===== src/rtl/ifetch_ctrl.sv =====
// ifetch_ctrl: instruction-fetch controller between the PC register and decode.
//
// Takes the current PC, runs a req/ack transaction against instruction memory,
// holds the fetched word for decode until it is accepted, then drives the PC
// write port so the PC advances by 4 or jumps to a redirect target.
// Misaligned PCs and memory timeouts put the block into a sticky fault state
// that only reset clears.
//
// Ports:
//   clk, rst               clock, synchronous active-high reset
//   pc_addr                current PC (from the PC register)
//   pcW, next_pc           PC write enable and value (combinational)
//   imem_req, imem_addr    memory request and address (combinational)
//   imem_ack, imem_rdata   memory response and instruction word
//   redirect, redirect_addr branch/jump taken and its target
//   stall                  decode not ready
//   instr, instr_pc        fetched instruction and its PC (registered)
//   instr_valid            instr/instr_pc valid (registered)
//   fault                  sticky fault flag (registered)

module ifetch_ctrl #(
    parameter int unsigned TIMEOUT = 16
) (
    input  logic        clk,
    input  logic        rst,
    input  logic [31:0] pc_addr,
    output logic        pcW,
    output logic [31:0] next_pc,
    output logic        imem_req,
    output logic [31:0] imem_addr,
    input  logic        imem_ack,
    input  logic [31:0] imem_rdata,
    input  logic        redirect,
    input  logic [31:0] redirect_addr,
    input  logic        stall,
    output logic [31:0] instr,
    output logic [31:0] instr_pc,
    output logic        instr_valid,
    output logic        fault
);

    // Wide enough to hold TIMEOUT itself.
    localparam int unsigned CntW = $clog2(TIMEOUT + 1);

    localparam logic [1:0] StFetch = 2'd0;
    localparam logic [1:0] StReq   = 2'd1;
    localparam logic [1:0] StValid = 2'd2;
    localparam logic [1:0] StFault = 2'd3;

    logic [1:0]      state_q, state_d;
    logic [CntW-1:0] cnt_q, cnt_d;
    logic [CntW-1:0] cnt_inc;
    logic            latch_instr;
    logic [31:0]     instr_q;
    logic [31:0]     instr_pc_q;
    logic            instr_valid_q;
    logic            fault_q;

    assign cnt_inc = cnt_q + 1'b1;

    always_comb begin
        state_d     = state_q;
        cnt_d       = cnt_q;
        latch_instr = 1'b0;
        pcW         = 1'b0;
        imem_req    = 1'b0;

        case (state_q)
            StFetch: begin
                if (redirect) begin
                    pcW = 1'b1;
                end else if (pc_addr[1:0] != 2'b00) begin
                    state_d = StFault;
                end else begin
                    state_d = StReq;
                    cnt_d   = '0;
                end
            end
            StReq: begin
                imem_req = 1'b1;
                if (redirect) begin
                    // A same-cycle ack is dropped: the fetched word belongs to the old path.
                    pcW     = 1'b1;
                    state_d = StFetch;
                end else if (imem_ack) begin
                    latch_instr = 1'b1;
                    state_d     = StValid;
                end else begin
                    cnt_d = cnt_inc;
                    if (cnt_inc == CntW'(TIMEOUT)) begin
                        state_d = StFault;
                    end
                end
            end
            StValid: begin
                if (redirect) begin
                    pcW     = 1'b1;
                    state_d = StFetch;
                end else if (!stall) begin
                    pcW     = 1'b1;
                    state_d = StFetch;
                end
            end
            StFault: begin
                // Terminal: redirect and ack are ignored.
            end
            default: begin
                state_d = StFetch;
            end
        endcase

        // Reset overrides the combinational strobes so an outstanding request
        // is abandoned in the reset cycle itself.
        if (rst) begin
            pcW      = 1'b0;
            imem_req = 1'b0;
        end
    end

    // Redirect target only when it is actually being written; PC+4 otherwise,
    // which keeps next_pc deterministic even while pcW is low.
    assign next_pc   = (pcW && redirect) ? redirect_addr : pc_addr + 32'd4;
    assign imem_addr = pc_addr;

    always_ff @(posedge clk) begin
        if (rst) begin
            state_q       <= StFetch;
            cnt_q         <= '0;
            instr_q       <= '0;
            instr_pc_q    <= '0;
            instr_valid_q <= 1'b0;
            fault_q       <= 1'b0;
        end else begin
            state_q       <= state_d;
            cnt_q         <= cnt_d;
            instr_valid_q <= (state_d == StValid);
            fault_q       <= (state_d == StFault);
            if (latch_instr) begin
                instr_q    <= imem_rdata;
                instr_pc_q <= pc_addr;
            end
        end
    end

    assign instr       = instr_q;
    assign instr_pc    = instr_pc_q;
    assign instr_valid = instr_valid_q;
    assign fault       = fault_q;

endmodule

===== config.mk =====
export PLATFORM = sky130hd
export DESIGN_NAME = ifetch_ctrl
export DESIGN_NICKNAME = d
export VERILOG_FILES = /design/src/rtl/ifetch_ctrl.sv
export SDC_FILE = /design/constraint.sdc
export NUM_CORES = 1
export LEC_CHECK = 0
export ABC_CLOCK_PERIOD_IN_PS = 1800
export CORE_MARGIN = 4
export CORE_UTILIZATION = 38
export CTS_CLUSTER_DIAMETER = 30
export DETAILED_ROUTE_END_ITERATION = 7
export PLACE_DENSITY = 0.86
export SLEW_MARGIN = 20
export SYNTH_ARGS = -nofsm -noshare
export SYNTH_HDL_FRONTEND = slang
export SYNTH_SLANG_ARGS = --single-unit

===== constraint.sdc =====
create_clock -name clk -period 1.8 [get_ports clk]
set_input_delay 0.18 -clock clk [delete_from_list [all_inputs] [get_ports clk]]
set_output_delay 0.18 -clock clk [all_outputs]
set_load 0.02 [all_outputs]

# After elaboration in Yosys (flattened, before gate mapping)
# Cells that the tools add are included.
# classes
addsub	2
n_mul	0
div_mod_pow	0
magnitude_cmp	0
n_eq_ne	9
shifts	0
mux	24
bitwise	0
reduce_logical	6
# ops
op	n
32-bit by 3-bit adder with 32-bit output, second input constant	1
32-bit two-way mux	1
5-bit two-way mux	4
2-bit two-way mux	7
5-bit one-hot mux with 2 select lines	1
1-bit two-way mux	9
2-bit inequality test, second input constant	4
2-bit equality test, second input constant	3
2-bit one-hot mux with 3 select lines	1
5-bit by 1-bit adder with 5-bit output, second input constant	1
5-bit equality test, second input constant	1
5-bit AND reduction	1
2-bit nonzero test	2
2-bit by 1-bit equality test with 1-bit output, second input constant	1
2-bit logical NOT	1
1-bit one-hot mux with 2 select lines	1
2-bit OR reduction	1
1-bit logical AND	1
# word_totals
register_bits	73
latchBits	0
ram_bits	0
romBits	0
output_inout_bits	132
word_cells	47
mem_count	0

# Logic depth before layout (Yosys ltp)
# depth
word_depth	7
mapped_depth	6

# Least setup slack after synthesis
# No wires, ideal clock.
# synth_timing
path_type	register to output
from	register state_q[0]
to	output next_pc[11]
t_arrival_ns	1.468
required_ns	1.620
path_slack_ns	0.152
path_stages_with_launch	7
cell_sequence	dfxtp_1 > buf_2 > a21oi_1 > nand2_1 > buf_6 > clkbuf_1 > a21oi_1
# synth_between
elab_chain_len	6
# synth_rtl
item	line_no	rtl
from (decl)	50	logic [1:0] state_q, state_d;
from (signal assigned)	127	state_q <= StFetch;
from (signal assigned)	134	state_q <= state_d;
2-bit by 1-bit equality test with 1-bit output / 2-bit logical NOT (equally long branches)	68	case (state_q)
2-bit OR reduction (no source line)	-	
1-bit one-hot mux with 2 select lines (*)	68	
1-bit two-way mux (*)	114	if (rst) begin
1-bit logical AND (*)	122	assign next_pc = (pcW && redirect) ? redirect_addr : pc_addr + 32'd4;
32-bit two-way mux (*)	122	
to (decl)	28	output logic [31:0] next_pc,
# Mark *: on every way between the ends. The rest lies on a longest branch, timed or not.

# Final worst setup path
# layout_timing
from	input pc_addr[19]
to	output next_pc[26]
# layout_between
elab_chain_len	2
# layout_rtl
item	line_no	rtl
from (decl)	26	input logic [31:0] pc_addr,
32-bit by 3-bit adder with 32-bit output	122	
32-bit two-way mux	122	
# Every way passes these cells.

==> flow_summary.yaml <==
route:
  first_pass_iters: 5
  vias: 4829
  drt-total-wl_mm: 17.4
  first_iter_violations: 339
  ant_nets: 0
  via_per_inst: 5.32
  drc: 0
  wl_per_cell_um: 19.2
power_and_ir_drop:
  peakVddDrop_mv: 0.432
  p_sw_frac: 0.293
  power_density_nw_per_um2: 597
  comb_power_share: 0.296
  sequentialPowerShare: 0.384
  p_clk_frac: 0.320
  switchingPower_uw: 1280
  intPower_uw: 3070
  p_leak_uw: 0.00273
global_route:
  grt_util_all_layers: 0.231
  grt_max_degree: 74
  overflow: 0
  grt_pass1_wl_mm: 21.5
  grt_pass1_vias: 4395
  antenna_found_initial: 0
worst_setup_path:
  startpoint_type: "input port"
  r2r_cells: 5
  cp_max_fo: 2
  worstPathRequired_ps: 1620
  crit_path_end_kind: "output pin"
  path_class: "input port to output pin"
  reg2reg_to: "cnt_q[4]"
  arrival_ps: 1680
  worst_r2r_startpoint: "state_q[0]"
  rrSetupSlack_ps: 250
worst_hold_path:
  holdCritStartpoint: "pc_addr[5]"
  hold_end: "instr_pc[5]"
  whs_path_depth: 4
  hp-class: "input port to register"
synthesis:
  yosysTopAreaCell: "dfxtp_1"
  synth_nets: 614
  avgSynthCellArea_sq_um: 7.43
  synthFlopType: "dfxtp_1"
  synth_seq_area_share: 0.385
  async_reset_ff_frac: 0
  synth_edf_count: 0
  yosys_register_bits: 73
  ys_types: 40
  synth_most_common_cell: "nand2_1"
  synth_top_area_frac: 0.385
  ys_warn_count: 0
  ys_top_cells_by_area: "dfxtp_1, nand2_1, a21oi_1"
  synthTopCellsByCount: "nand2_1, a21oi_1, dfxtp_1"
  netlist_area_sq_um: 3800
  synthCells: 511
final_layout:
  drive_gt1_frac: 0.293
  final_nets: 872
  diodes: 0
  syn_to_final_growth_pct: 92.0
  fin_cells: 907
sta:
  hold_ws_ps: 262
  fmax_ghz: 0.537
  period_minus_slack_ps: 1860
  clock_skew_ps: 6.04
  setup_ws_ps: -62.9
  rsz0062_at_grt: "yes"
  tightest_slew_ps: 774
  relSlewSlack: 0.484
  slew_violations: 0
  final_min_period_over_clock_period: 1.03
  setup_violations: 6
  report.final.hold_viol_count: 0
floorplanning:
  die_w_um: 108
  rows: 36
  dieArea_sq_um: 11700
  start_util: 0.390
  coreArea_sq_um: 9730
  pin_count: 233
  floorplan.die.height_um: 108
clocking:
  cts_inserted_buffers: 9
  h-tree-depth: 3
  cts_tree: "yes"
  clock-sinks: 73
  clock_path_buffers: 2
  clkTransAtPathRegs_ps: 80
  worstSkewPairLatency_ps: 330
  root_buffer: "clkbuf_8"
placement:
  dp.cells: 873
  gp_congestion: 0.902
  port_buffers: 232
  dp_hpwl_mm: 10.8
run:
  cap_violations: 0
outcome:
  violations: "negative setup slack"
  status: "finished, violations left"
## logic make-up (layout without fill, tap and decap cells)
kind of cell / Yosys count / in the layout / synth area share
adder cells (fa/ha/maj): 2 / 2 / 0.00659
buffers and inverters: 64 / 327 / 0.101
multiplexers: 3 / 3 / 0.00890
XOR/XNOR: 28 / 28 / 0.0646
AO/OA/AOI/OAI: 109 / 109 / 0.150
flip-flops: 73 / 73 / 0.385
AND/OR/NAND/NOR: 232 / 232 / 0.284
## layout make-up
cell class              count  area (sq um)
repair buffers            308          3040
fillers                   656          2440
multi-input cells         374          2390
flip-flops and latches     73          1460
well taps                 133           166
clock buffers               9           124
clock inverters             7          95.1
inverters                   3          11.3
## power by group through the flow
stage	Combinational, uW	Clock (uW)	Sequential (uW)
after CTS	1050	1430	1670
after global placement	1070	0	1700
after detailed placement	1090	0	1700
after floorplan	420	0	1740
after global routing	1350	1500	1670
final	1290	1390	1670
## worst max-delay path by stage
stage / endpoint / from / cells past startpoint / slack [ps]
2_1_floorplan: next_pc[11] / state_q[0] / 6 / 150
5_1_grt: next_pc[31] / pc_addr[19] / 9 / -130
3_5_place_dp: next_pc[31] / pc_addr[17] / 8 / -860
6_report: next_pc[26] / pc_addr[19] / 9 / -60
4_1_cts: next_pc[15] / state_q[0] / 6 / -50
3_3_place_gp: next_pc[31] / pc_addr[17] / 8 / -810
## critical path: stages
cell     delay (ps)
buf_8            80
nand4_4         120
buf_6           160
nor4_4          330
buf_4           180
nand4_1         120
xor2_2          220
a21oi_4         160
buf_6           140
## cell usage in the layout, fill, tap and decap left out, types with 3 or more instances in the layout
cell | synthesis | routed
dlymetal6s2s_1 | 0 | 4
clkbuf_2 | 1 | 12
and3_1 | 4 | 3
nand3_1 | 14 | 11
clkbuf_16 | 0 | 5
nor3_4 | 1 | 3
clkbuf_8 | 0 | 9
nor2_4 | 0 | 26
nand2_1 | 138 | 136
o21ai_1 | 4 | 4
a21oi_2 | 2 | 21
buf_2 | 10 | 8
clkdlybuf4s50_1 | 0 | 171
buf_12 | 0 | 8
a21oi_1 | 97 | 72
nand4_1 | 9 | 9
buf_4 | 32 | 68
buf_6 | 1 | 26
xnor2_1 | 9 | 9
and4_1 | 3 | 3
xor2_1 | 19 | 17
dfxtp_1 | 73 | 71
nor2_1 | 39 | 11
or3_1 | 3 | 3
a21oi_4 | 0 | 6
a22oi_1 | 3 | 3
nor2_2 | 2 | 4
## stage by stage
stage / cell area, sq um / power, uW / setup WS (ps) / setup TNS [ps] / utilization
finish: 7290 / 4350 / -62.9 / -169 / 0.749
global route: 7290 / 4520 / -126 / -1790 / 0.749
CTS: 6620 / 4150 / -46.2 / -334 / 0.681
detailed placement: 6420 / 2790 / -861 / -20570 / 0.660
global placement: 6420 / 2770 / -814 / -19410 / 0.660
floorplan: 3800 / 2160 / 152 / 0 / -
## metal layers
metal  GRT usage  part of all wire
met1       0.252              0.35
met2       0.418              0.51
met3      0.0687             0.092
met4      0.0893             0.051
met5           0                 0
## registers in the layout (all words and copies together) (netlist names), named ones only
name         flops
cnt_q            5
state_q          1
instr_valid      1
instr           32
instr_pc        32
fault            1
## timing repair
| action | CTS | global route |
|---|---|---|
| endpoints found under the hold margin | 0 | 0 |
| setup buffers | 6 | 4 |
| endpoints found under the setup margin | 34 | 32 |
| hold buffers | 0 | 0 |
| resized for setup | 208 | 174 |
| gates cloned | 0 | 8 |
| pin swaps | 21 | 21 |
(Power assumes the default switching activity.)
